`src/rtl/sram_mem_ctrl.sv`:
```
// Data-memory controller: splits each 32-bit load/store into two 16-bit
// SRAM half-word accesses, then waits out the SRAM recovery time.
//
// Ports:
//   clk, rst                  clock, synchronous active-high reset
//   wr_en, rd_en              MEM-stage store / load request (write wins)
//   address, writeData        byte address (data base 1024), store data
//   readData                  registered load result
//   ready                     0 freezes the pipeline while an access runs
//   sram_addr                 half-word address to the SRAM
//   sram_we_n                 active-low SRAM write strobe
//   sram_dq_out, sram_dq_oe   write data and bus-drive enable
//   sram_dq_in                read data from the SRAM bus
module sram_mem_ctrl (
  input  logic        clk,
  input  logic        rst,
  input  logic        wr_en,
  input  logic        rd_en,
  input  logic [31:0] address,
  input  logic [31:0] writeData,
  output logic [31:0] readData,
  output logic        ready,
  output logic [17:0] sram_addr,
  output logic        sram_we_n,
  output logic [15:0] sram_dq_out,
  output logic        sram_dq_oe,
  input  logic [15:0] sram_dq_in
);

  typedef enum logic [2:0] {
    S_IDLE,
    S_LO,
    S_HI,
    S_WAIT,
    S_DONE
  } state_t;

  state_t      state;
  state_t      state_nxt;
  logic [1:0]  cnt;
  logic [1:0]  cnt_nxt;
  logic        op_wr;
  logic [31:0] addr_q;
  logic [31:0] wdata_q;
  logic [31:0] offs;
  logic [16:0] word;
  logic        req;
  logic        unused_offs_bits;

  assign req = wr_en | rd_en;

  // Word index relative to the data base; wraps silently below 1024.
  assign offs = addr_q - 32'd1024;
  assign word = offs[18:2];

  // Byte-lane bits and high bits fall outside the 17-bit word index.
  assign unused_offs_bits = ^{offs[31:19], offs[1:0]};

  always_ff @(posedge clk) begin
    if (rst) begin
      state    <= S_IDLE;
      cnt      <= 2'd0;
      op_wr    <= 1'b0;
      addr_q   <= 32'd0;
      wdata_q  <= 32'd0;
      readData <= 32'd0;
    end else begin
      state <= state_nxt;
      cnt   <= cnt_nxt;
      // Capture the request once; later input changes cannot disturb it.
      if (state == S_IDLE && req) begin
        op_wr   <= wr_en;
        addr_q  <= address;
        wdata_q <= writeData;
      end
      if (state == S_LO && !op_wr) begin
        readData[15:0] <= sram_dq_in;
      end
      if (state == S_HI && !op_wr) begin
        readData[31:16] <= sram_dq_in;
      end
    end
  end

  always_comb begin
    state_nxt   = state;
    cnt_nxt     = cnt;
    ready       = 1'b0;
    sram_addr   = 18'd0;
    sram_we_n   = 1'b1;
    sram_dq_out = 16'd0;
    sram_dq_oe  = 1'b0;
    unique case (state)
      S_IDLE: begin
        ready   = ~req;
        cnt_nxt = 2'd0;
        if (req) begin
          state_nxt = S_LO;
        end
      end
      S_LO: begin
        sram_addr = {word, 1'b0};
        if (op_wr) begin
          sram_we_n   = 1'b0;
          sram_dq_oe  = 1'b1;
          sram_dq_out = wdata_q[15:0];
        end
        state_nxt = S_HI;
      end
      S_HI: begin
        sram_addr = {word, 1'b1};
        if (op_wr) begin
          sram_we_n   = 1'b0;
          sram_dq_oe  = 1'b1;
          sram_dq_out = wdata_q[31:16];
        end
        cnt_nxt   = 2'd0;
        state_nxt = S_WAIT;
      end
      S_WAIT: begin
        // Three recovery cycles: count 0, 1, 2.
        if (cnt == 2'd2) begin
          cnt_nxt   = 2'd0;
          state_nxt = S_DONE;
        end else begin
          cnt_nxt = cnt + 2'd1;
        end
      end
      S_DONE: begin
        // A request held here is deliberately ignored until IDLE.
        ready     = 1'b1;
        state_nxt = S_IDLE;
      end
      default: begin
        state_nxt = S_IDLE;
        cnt_nxt   = 2'd0;
      end
    endcase
  end

endmodule

```
`config.mk`:
```
export PLATFORM = sky130hd
export DESIGN_NAME = sram_mem_ctrl
export DESIGN_NICKNAME = d
export VERILOG_FILES = /design/src/rtl/sram_mem_ctrl.sv
export SDC_FILE = /design/constraint.sdc
export NUM_CORES = 1
export LEC_CHECK = 0
export CAP_MARGIN = 0
export CELL_PAD_IN_SITES_DETAIL_PLACEMENT = 0
export CELL_PAD_IN_SITES_GLOBAL_PLACEMENT = 2
export CORE_UTILIZATION = 27
export DETAILED_ROUTE_END_ITERATION = 10
export GPL_ROUTABILITY_DRIVEN = 0
export PLACE_DENSITY_LB_ADDON = 0.25
export SYNTH_ARGS = -nofsm -noshare
export SYNTH_HDL_FRONTEND = slang
export SYNTH_SLANG_ARGS = --single-unit
```
`constraint.sdc`:
```
create_clock -name clk -period 5.4 [get_ports clk]
set_input_delay 0.81 -clock clk [delete_from_list [all_inputs] [get_ports clk]]
set_output_delay 0.81 -clock clk [all_outputs]
set_load 0.02 [all_outputs]
```
==> impl_metrics.toml <==
[power_and_ir_drop]
p_int_w = 0.00123
power_switching_w = 0.000485
powerDensity_nw_per_um2 = 291
swShare_pct = 28.3
p_leak_nw = 2.14
p_clk_share_pct = 34.8
peakVddDrop_uv = 128
comb_power_share_pct = 22.4
pwr-share-seq_pct = 42.8

[cts]
cts.path.max_buffers = 2
cts-resized-gates = 0
cts_buffers = 9
cts_root_buf = "clkbuf_16"
insertion_delay_ns = 0.34
cts_hold_buf = 0
cts-htree-levels = 3
cts_tree = "done"
postCtsSetupBuffers = 0
clk_pin_slew_ns = 0.06
cts.sinks = 87

[floorplan]
die_h_um = 126
dieArea_um2 = 15800
pin_count = 153
die_w_um = 126
core_um2 = 14800
start_util_pct = 28.0
rows = 44

[yosys]
synth-seq-cells = 87
synthTopCellsByArea = "dfxtp_1 42%, nand2b_1 15%, mux2i_1 12%"
synth_common_cells = "97 x nand2b_1, 87 x dfxtp_1, 64 x nand2_1"
syn_nets = 555
yosysSeqAreaShare_pct = 42.1
syn_inst = 470
syn_area_per_cell_um2 = 8.79
ys.flop_type = "dfxtp_1"
synthesis.area_um2 = 4130
yosysWarningCount = 0
synthDistinctLibCells = 40
yosysMostFrequentCell = "nand2b_1"
postSynth.asyncResetShare_pct = 0
synth-edff-count = 0
yosys.area.top_type_share_pct = 42.1
yosys.area.top_type = "dfxtp_1"

[cells_and_area]
diodes = 0
regArea_um2 = 1740
drive_gt1_share_pct = 5.08
fin_nets = 671
post-route-util_pct = 39.9
multi_input_area_um2 = 2230
fillers = 1491
area_growth_pct = 42.5

[drt]
drt_pass1_iterations = 4
met2_length_um = 4850
vias_per_cell = 4.57
drc = 0
ant_nets = 0
drt-initial-drc-count = 150
wirelength_met1_um = 5360
wl_um = 11000
top_layer = "met4"
dr_wl_met3_um = 626
num_vias = 3542
drt-wirelength-per-cell_um = 14.2

[timing]
min_period_ns = 3.61
finalHoldViolations = 0
rsz0062_at_grt = "no"
setup_violations = 0
skew_ns = 0.00855
tightest_slew_ns = 1.09
max_freq_mhz = 277
relSlewSlack_pct = 27.1
finalCritPeriodShare_pct = 66.8
drv_slew = 0
tns_ns = 0

[global_routing]
overflow = 0
grt_max_degree = 137
antenna_found_initial = 0
grt_pass1_wl_um = 17900
grt_usage_pct = 14.3
grt_pass1_vias = 3475

[hold_path]
hp-class = "flop to flop"

[critical_path]
cp.required_ns = 4.59
crit_buf_inv = 1
cp.arrival_ns = 2.80
critical_path.top_delay_family = "flip-flops"
path_class = "flop to output pin"
cp-end-kind = "output pin"
crit_chain = "xor2_1, nand2_2, a21oi_1, clkdlybuf4s50_1"
crit_fanout = 16
start_kind = "flop"
max_stage_delay_ns = 0.71
cpMaxStageDelayCell = "dfxtp_1"

[placement]
dp_hpwl_um = 7010
numPortBuffers = 137

[status]
outcome = "complete, no violations"

[job]
max_cap_violations = 0
## area by class of cell
cell class / instances / share of cell area [%]
Multi-Input combinational cell: 342 / 37.8
Sequential cell: 87 / 29.6
Timing Repair Buffer: 140 / 23.6
Clock buffer: 13 / 4.42
Tap cell: 184 / 3.91
Inverter: 6 / 0.382
Clock inverter: 3 / 0.297
## placed cells by master, fill, tap and decap left out, types with 4 or more instances in the layout
master	n
clkdlybuf4s50_1	136
nand2b_1	97
dfxtp_1	87
nand2_1	64
mux2i_1	49
a21oi_1	38
nor2b_1	19
a22oi_1	16
nor2_1	9
clkbuf_16	9
and3_1	8
inv_1	6
buf_4	4
## per-layer routing
| metal | track usage, % | up-vias |
|---|---|---|
| met5 | 0 | - |
| li1 | - | 1798 |
| met1 | 18.2 | 1638 |
| met2 | 22.7 | 95 |
| met3 | 3.87 | 11 |
| met4 | 5.81 | 0 |
## flip-flops by register name, summed over array words and instances (netlist names)
signal	cells
addr_q	17
cnt	2
readData	32
state	3
wdata_q	32
op_wr	1
## kinds of logic (layout without fill, tap and decap cells)
family	after synthesis	after routing	synth area share [%]
AOI/OAI and AO/OA	63	63	9.08
muxes	49	49	11.9
buffers and inverters	41	162	4.18
DFF	87	87	42.1
and+or+nand+nor	224	224	31.4
xor gates and xnor gates	5	5	1.06
adders and majority gates	1	1	0.303
## power groups by stage
| stage | registers, W | logic, W | clock network [W] |
|---|---|---|---|
| after global placement | 0.000747 | 0.000388 | 0 |
| after CTS | 0.000735 | 0.000392 | 0.000619 |
| after global routing | 0.000743 | 0.000417 | 0.000644 |
| final | 0.000734 | 0.000384 | 0.000596 |
| after detailed placement | 0.000749 | 0.000391 | 0 |
| after floorplan | 0.000749 | 0.000219 | 0 |
## metrics by stage
stage / worst slack, ns / std cells / hold WS [ns] / instance area, um2 / power (W)
finish: 1.79 / 775 / 0.453 / 5890 / 0.00171
global route: 1.60 / 775 / 0.470 / 5890 / 0.00180
CTS: 1.77 / 775 / 0.456 / 5890 / 0.00175
detailed placement: 2.14 / 759 / 0.446 / 5610 / 0.00114
global placement: 2.11 / 759 / 0.441 / 5610 / 0.00114
floorplan: 2.86 / 470 / 0.444 / 4130 / 0.000969
## worst reg2reg max path: cells and delay by family, from the launching register on
kind            cells  cell delay (ns)
compound gates      1             0.07
simple gates        2             1.16
flops               1             0.61
## final timing paths
check | start | to | slack (ns) | cells past startpoint
worst min-delay path | readData[19] | readData[19] | 0.45 | 2
worst max register to register | op_wr | readData[15] | 3.39 | 3
worst max-delay path | state[1] | sram_addr[17] | 1.79 | 4
worst min register to register | readData[19] | readData[19] | 0.45 | 2
No activity file was read; power rests on OpenSTA's default activity.
